`src/rtl/led_rx_pkg.sv`:
```
// led_rx_pkg: shared encodings for the LED pixel receiver,
// its register block and the matching serializer.
package led_rx_pkg;

  typedef enum logic [1:0] {
    ST_SYNC = 2'd0,
    ST_LOW  = 2'd1,
    ST_HIGH = 2'd2
  } rx_state_e;

  localparam int ERR_W       = 4;
  localparam int ERR_GLITCH  = 0;
  localparam int ERR_STUCK   = 1;
  localparam int ERR_PARTIAL = 2;
  localparam int ERR_OVF     = 3;

  localparam int WD_W       = 34;
  localparam int WD_PIX_LSB = 0;
  localparam int WD_PIX_MSB = 31;
  localparam int WD_SOF     = 32;
  localparam int WD_RSVD    = 33;

  localparam logic FMT_24 = 1'b0;
  localparam logic FMT_32 = 1'b1;

  function automatic logic [5:0] pix_bits(input logic fmt);
    return (fmt == FMT_24) ? 6'd24 : 6'd32;
  endfunction

endpackage

```
`src/rtl/led_rx_sync.sv`:
```
// led_rx_sync: multi-flop synchronizer for the LED data line
// with registered rise/fall detect aligned to the level output.
module led_rx_sync #(
  parameter int SYNC_STAGES = 2
) (
  input  logic clk,
  input  logic rst,
  input  logic ser_in,
  output logic lvl,
  output logic rise,
  output logic fall
);

  logic [SYNC_STAGES-1:0] sync_q, sync_d;
  logic dly_q, dly_d;
  logic rise_q, rise_d;
  logic fall_q, fall_d;

  // shift chain plus one extra copy for edge compare
  always_comb begin
    sync_d = {sync_q[SYNC_STAGES-2:0], ser_in};
    dly_d  = sync_q[SYNC_STAGES-1];
    rise_d = sync_q[SYNC_STAGES-1] & ~dly_q;
    fall_d = ~sync_q[SYNC_STAGES-1] & dly_q;
  end

  // synchronizer and edge registers
  always_ff @(posedge clk or posedge rst) begin
    if (rst) begin
      sync_q <= '0;
      dly_q  <= 1'b0;
      rise_q <= 1'b0;
      fall_q <= 1'b0;
    end else begin
      sync_q <= sync_d;
      dly_q  <= dly_d;
      rise_q <= rise_d;
      fall_q <= fall_d;
    end
  end

  assign lvl  = dly_q;
  assign rise = rise_q;
  assign fall = fall_q;

endmodule

```
`src/rtl/led_rx.sv`:
```
// led_rx: WS2812-style NRZ pulse-width receiver; decodes bits,
// assembles 24/32-bit pixels and detects the latch (reset) code.
module led_rx
  import led_rx_pkg::*;
#(
  parameter int MIN_HIGH    = 4,
  parameter int SYNC_STAGES = 2
) (
  input  logic             CLK,
  input  logic             RST,
  input  logic             ENABLE,
  input  logic             FORMAT,
  input  logic [7:0]       BIT_THRESH,
  input  logic [7:0]       RESET_CYCLE_TIMING,
  input  logic [7:0]       RESET_CODE_TIMING,
  input  logic             CLEAR,
  input  logic             SER_IN,
  input  logic             FIFO_FULL,
  output logic             FIFO_WE,
  output logic [WD_W-1:0]  FIFO_WDATA,
  output logic             EOF,
  output logic [ERR_W-1:0] ERR
);

  localparam logic [7:0] MIN_H = 8'(MIN_HIGH);

  logic lvl, rise, fall;

  rx_state_e state_q, state_d;
  logic [7:0] hcnt_q, hcnt_d;
  logic [7:0] pcnt_q, pcnt_d;
  logic [7:0] ucnt_q, ucnt_d;
  logic [5:0] bitcnt_q, bitcnt_d;
  logic [31:0] sh_q, sh_d;
  logic sof_q, sof_d;
  logic got_q, got_d;
  logic we_q, we_d;
  logic eof_q, eof_d;
  logic [WD_W-1:0] wdata_q, wdata_d;
  logic [ERR_W-1:0] err_q, err_d;

  logic [ERR_W-1:0] new_err;
  logic [7:0] code;
  logic [5:0] nbits;
  logic rst_code;
  logic bit_v;
  logic [31:0] sh_nx;
  logic [31:0] pix;

  led_rx_sync #(
    .SYNC_STAGES(SYNC_STAGES)
  ) u_sync (
    .clk    (CLK),
    .rst    (RST),
    .ser_in (SER_IN),
    .lvl    (lvl),
    .rise   (rise),
    .fall   (fall)
  );

  // pulse timing, bit decode, pixel assembly and error flags
  always_comb begin
    state_d  = state_q;
    hcnt_d   = hcnt_q;
    pcnt_d   = pcnt_q;
    ucnt_d   = ucnt_q;
    bitcnt_d = bitcnt_q;
    sh_d     = sh_q;
    sof_d    = sof_q;
    got_d    = got_q;
    we_d     = 1'b0;
    eof_d    = 1'b0;
    wdata_d  = wdata_q;
    new_err  = '0;
    rst_code = 1'b0;
    bit_v    = 1'b0;
    sh_nx    = '0;
    pix      = '0;
    code     = (RESET_CODE_TIMING == 8'd0) ? 8'd1 : RESET_CODE_TIMING;
    nbits    = pix_bits(FORMAT);

    if (rise) begin
      hcnt_d = 8'd1;
    end else if (lvl && hcnt_q != 8'hff) begin
      hcnt_d = hcnt_q + 8'd1;
    end

    // low timer parks at terminal count so detection fires once
    if (lvl) begin
      pcnt_d = '0;
      ucnt_d = '0;
    end else if (ucnt_q < code) begin
      if (pcnt_q == RESET_CYCLE_TIMING) begin
        pcnt_d   = '0;
        ucnt_d   = ucnt_q + 8'd1;
        rst_code = (ucnt_q + 8'd1 == code);
      end else begin
        pcnt_d = pcnt_q + 8'd1;
      end
    end

    unique case (state_q)
      ST_SYNC: begin
        if (rst_code) begin
          state_d  = ST_LOW;
          sof_d    = 1'b1;
          bitcnt_d = '0;
          sh_d     = '0;
          got_d    = 1'b0;
        end
      end
      ST_LOW: begin
        if (rise) begin
          state_d = ST_HIGH;
        end else if (rst_code) begin
          new_err[ERR_PARTIAL] = (bitcnt_q != 6'd0);
          eof_d    = got_q;
          sof_d    = 1'b1;
          bitcnt_d = '0;
          sh_d     = '0;
          got_d    = 1'b0;
        end
      end
      ST_HIGH: begin
        if (fall) begin
          state_d = ST_LOW;
          if (hcnt_q < MIN_H) begin
            new_err[ERR_GLITCH] = 1'b1;
          end else begin
            bit_v = (hcnt_q > BIT_THRESH);
            sh_nx = {sh_q[30:0], bit_v};
            if (bitcnt_q + 6'd1 == nbits) begin
              pix      = (FORMAT == FMT_32) ? sh_nx
                                            : {8'h00, sh_nx[23:0]};
              got_d    = 1'b1;
              bitcnt_d = '0;
              sh_d     = '0;
              if (FIFO_FULL) begin
                new_err[ERR_OVF] = 1'b1;
              end else begin
                we_d                           = 1'b1;
                wdata_d[WD_PIX_MSB:WD_PIX_LSB] = pix;
                wdata_d[WD_SOF]                = sof_q;
                wdata_d[WD_RSVD]               = 1'b0;
                sof_d                          = 1'b0;
              end
            end else begin
              sh_d     = sh_nx;
              bitcnt_d = bitcnt_q + 6'd1;
            end
          end
        end else if (hcnt_q == 8'hff) begin
          new_err[ERR_STUCK] = 1'b1;
          state_d  = ST_SYNC;
          bitcnt_d = '0;
          sh_d     = '0;
          got_d    = 1'b0;
        end
      end
      default: state_d = ST_SYNC;
    endcase

    err_d = (CLEAR ? '0 : err_q) | new_err;

    if (!ENABLE) begin
      state_d  = ST_SYNC;
      hcnt_d   = '0;
      pcnt_d   = '0;
      ucnt_d   = '0;
      bitcnt_d = '0;
      sh_d     = '0;
      sof_d    = 1'b0;
      got_d    = 1'b0;
      we_d     = 1'b0;
      eof_d    = 1'b0;
      err_d    = '0;
    end
  end

  // state and datapath registers
  always_ff @(posedge CLK or posedge RST) begin
    if (RST) begin
      state_q  <= ST_SYNC;
      hcnt_q   <= '0;
      pcnt_q   <= '0;
      ucnt_q   <= '0;
      bitcnt_q <= '0;
      sh_q     <= '0;
      sof_q    <= 1'b0;
      got_q    <= 1'b0;
      we_q     <= 1'b0;
      eof_q    <= 1'b0;
      wdata_q  <= '0;
      err_q    <= '0;
    end else begin
      state_q  <= state_d;
      hcnt_q   <= hcnt_d;
      pcnt_q   <= pcnt_d;
      ucnt_q   <= ucnt_d;
      bitcnt_q <= bitcnt_d;
      sh_q     <= sh_d;
      sof_q    <= sof_d;
      got_q    <= got_d;
      we_q     <= we_d;
      eof_q    <= eof_d;
      wdata_q  <= wdata_d;
      err_q    <= err_d;
    end
  end

  assign FIFO_WE    = we_q;
  assign FIFO_WDATA = wdata_q;
  assign EOF        = eof_q;
  assign ERR        = err_q;

endmodule

```
`config.mk`:
```
export PLATFORM = sky130hd
export DESIGN_NAME = led_rx
export DESIGN_NICKNAME = d
export VERILOG_FILES = /design/src/rtl/led_rx_pkg.sv /design/src/rtl/led_rx_sync.sv /design/src/rtl/led_rx.sv
export SDC_FILE = /design/constraint.sdc
export NUM_CORES = 1
export LEC_CHECK = 0
export CORE_UTILIZATION = 28
export CTS_CLUSTER_SIZE = 24
export DETAILED_ROUTE_END_ITERATION = 6
export MAX_ROUTING_LAYER = met4
export PLACE_DENSITY_LB_ADDON = 0.25
export SLEW_MARGIN = 20
export SYNTH_ARGS = -nofsm -noshare
export SYNTH_HDL_FRONTEND = slang
export SYNTH_SLANG_ARGS = --single-unit
```
`constraint.sdc`:
```
create_clock -name CLK -period 4.4 [get_ports CLK]
set_clock_uncertainty 0.1 [all_clocks]
set_input_delay 0.66 -clock CLK [delete_from_list [all_inputs] [get_ports CLK]]
set_output_delay 0.66 -clock CLK [all_outputs]
set_load 0.05 [all_outputs]
```
==> results_dict.tcl <==
set metrics [dict create \
    maxSlewHeadroom 0.404 \
    die_width_um 142 \
    slowest_delay_ps 750 \
    num_io_pins 71 \
    final_cell_mix "109 x dfrtp_1, 85 x nand2_1, 69 x clkdlybuf4s50_1" \
    crit_type "input pin to flop" \
    clock_sinks 109 \
    htreeDepth 3 \
    synthCells 573 \
    pre_cts_slack_ps 419 \
    switchingPower_mw 0.479 \
    drive_gt1_frac 0.0516 \
    rsz0062_at_grt "false" \
    crit_chain "clkdlybuf4s50_1 -> inv_1 -> a41o_1 -> ha_1 -> nand2b_1 -> a21oi_1 -> o2111ai_1 -> nand3_1 -> a2111oi_4 -> o21bai_4 -> buf_4 -> mux2i_1" \
    multiInputGateArea_um2 2490 \
    power_mw 1.99 \
    yosysWarningCount 0 \
    fp-row-count 50 \
    critPathMaxFanout 26 \
    switching_share 0.240 \
    setup_tns_ps 0 \
    grt_pass1_vias 4084 \
    cts_buffers 9 \
    cts_hold_buf 0 \
    fin_area_um2 6810 \
    cpMaxStageDelayCell "o21bai_4" \
    via_count 4048 \
    cp-start-kind "input pin" \
    hold_violations 0 \
    critPathCaptureType "flop" \
    p_clk_frac 0.434 \
    period_needed_ps 3580 \
    drv_cap 0 \
    ys_seq_area_frac 0.494 \
    routedWlPerCell_um 13.3 \
    regArea_um2 2730 \
    p_int_mw 1.51 \
    fillers 1987 \
    synth.distinct_cells 52 \
    finalSetupViolations 0 \
    nNetsFinal 687 \
    track_usage 0.130 \
    fin_ws_ps 822 \
    syn_area_per_cell_um2 9.63 \
    clockRootBuffer "clkbuf_16" \
    dr.pass1.iters 6 \
    die_area_um2 20300 \
    wl_um 12000 \
    start_util 0.290 \
    core-area_um2 19000 \
    tightest_slew_ps 891 \
    routed_via_density 4.50 \
    insertion_delay_ps 360 \
    synth-edff-count 0 \
    syn_area_um2 5520 \
    cts_buffer_depth 2 \
    synthFlopType "dfrtp_1" \
    first_iter_violations 179 \
    critical_path.top_delay_family "compound AO/OA/AOI/OAI gates" \
    clk_pin_slew_ps 70 \
    postRouteAntennaNets 0 \
    synth_fp_nets 625 \
    drc 0 \
    period_share 0.813 \
    outcome "complete, no violations" \
    syn_to_final_growth_pct 23.3 \
    ir_drop_v 0.000191 \
    fmax_ghz 0.279 \
    power.density_nw_per_um2 293 \
    placed_area_um2 6490 \
    antenna_found_initial 0 \
    synthArstFlopShare 1.00 \
    p_leak_nw 2.96 \
    final_common_cell "dfrtp_1" \
    arrival_ps 3750 \
    hold_path_class "flop to flop" \
    grt-ovfl-total 0 \
    synth.top_cell.area_share 0.494 \
    die_height_um 142 \
    synthTopCellsByArea "dfrtp_1 49%, mux2i_1 6.0%, nand2_1 5.8%" \
    cts_tree "done" \
    grt_start_max_net_pins 45 \
    hpwl_um 8690 \
    grt_pass1_wl_um 20200 \
    postCtsSetupRepairBufs 0 \
    pwr-share-seq 0.508 \
    post_cts_resized 0 \
    finalMaxSlewViolations 0 \
    num_antenna_cells 0 \
    cp_data_required_time_ps 4570 \
    utilization 0.358 \
    gp_congestion 0.910 \
    cp_num_buf_inv 3 \
    numPortBuffers 69 \
    yosys.area.top_type "dfrtp_1" \
    synth-seq-cells 109 \
    pwr-share-comb 0.058 \
]
## per-layer routing
layer  vias up  global-route usage  wire, um
li1       2038                   -         -
met1      1944               0.161      5620
met2        53               0.212      5840
met3        13              0.0232       349
met4         0              0.0470       189
met5         -                   -         0
## metrics by stage
stage          hold WS (ps)  cells
6_report                251    900
3_3_place_gp            249    884
2_1_floorplan           231    573
5_1_grt                 261    900
3_5_place_dp            235    884
4_1_cts                 251    900
## cells in the mapped netlist, types with 4 or more instances
cell,instances
dfrtp_1,109
nand2_1,85
inv_1,55
o21ai_0,35
mux2i_1,33
nor2_1,33
xnor2_1,26
a21oi_1,21
ha_1,21
clkbuf_1,16
nand3_1,14
nor3_1,13
xor2_1,10
and3_1,9
o31ai_1,9
nand2b_1,8
nand4_1,8
nor2b_1,7
a211oi_1,4
a21o_1,4
## logic make-up (layout without fill, tap and decap cells)
logic type,Yosys count,after routing,synth area share
xor+xnor,36,36,0.0571
flops,109,109,0.494
other cells,1,1,0.000679
buf+inv,80,147,0.0592
simple gates,197,197,0.167
mux,36,36,0.0660
fa+ha+maj,21,21,0.0476
compound gates,93,93,0.108
## final timing paths
| kind | slack [ps] | from | endpoint | cells after the start |
|---|---|---|---|---|
| max | 820 | RESET_CODE_TIMING[2] | sh_q[2]$_DFFE_PP0P_ | 12 |
| min | 250 | u_sync.sync_q[0]$_DFF_PP0_ | u_sync.sync_q[1]$_DFF_PP0_ | 0 |
| max reg2reg | 970 | ucnt_q[0]$_DFFE_PP0P_ | sh_q[2]$_DFFE_PP0P_ | 9 |
| min reg2reg | 250 | u_sync.sync_q[0]$_DFF_PP0_ | u_sync.sync_q[1]$_DFF_PP0_ | 0 |
| max in group asynchronous | 2680 | RST | state_q[1]$_DFFE_PP0P_ | 3 |
| min in group asynchronous | 620 | RST | FIFO_WDATA[26]$_DFFE_PP0P_ | 2 |
## sequential cells by signal, indices dropped and copies added (netlist names)
name,count
u_sync.fall,1
u_sync.lvl,1
FIFO_WE,1
FIFO_WDATA,33
got_q,1
u_sync.rise,1
EOF,1
ucnt_q,8
hcnt_q,8
ERR,4
u_sync.sync_q,2
state_q,2
sh_q,31
sof_q,1
bitcnt_q,6
pcnt_q,8
## final cells by class
type	instances	share of cell area
clock inverters	7	0.0134
flip-flops and latches	109	0.401
inverters	56	0.0312
multi-input cells	384	0.366
well taps	260	0.0478
repair buffers	75	0.108
clock buffers	9	0.0331
## power groups by stage
stage | clock, mW | sequential [mW] | combinational [mW]
6_report | 0.864 | 1.01 | 0.116
3_5_place_dp | 0 | 1.03 | 0.120
5_1_grt | 0.928 | 1.01 | 0.132
4_1_cts | 0.895 | 1.01 | 0.121
3_3_place_gp | 0 | 1.03 | 0.118
2_1_floorplan | 0 | 1.03 | 0.0725
Power figures use the tool's default switching activity.
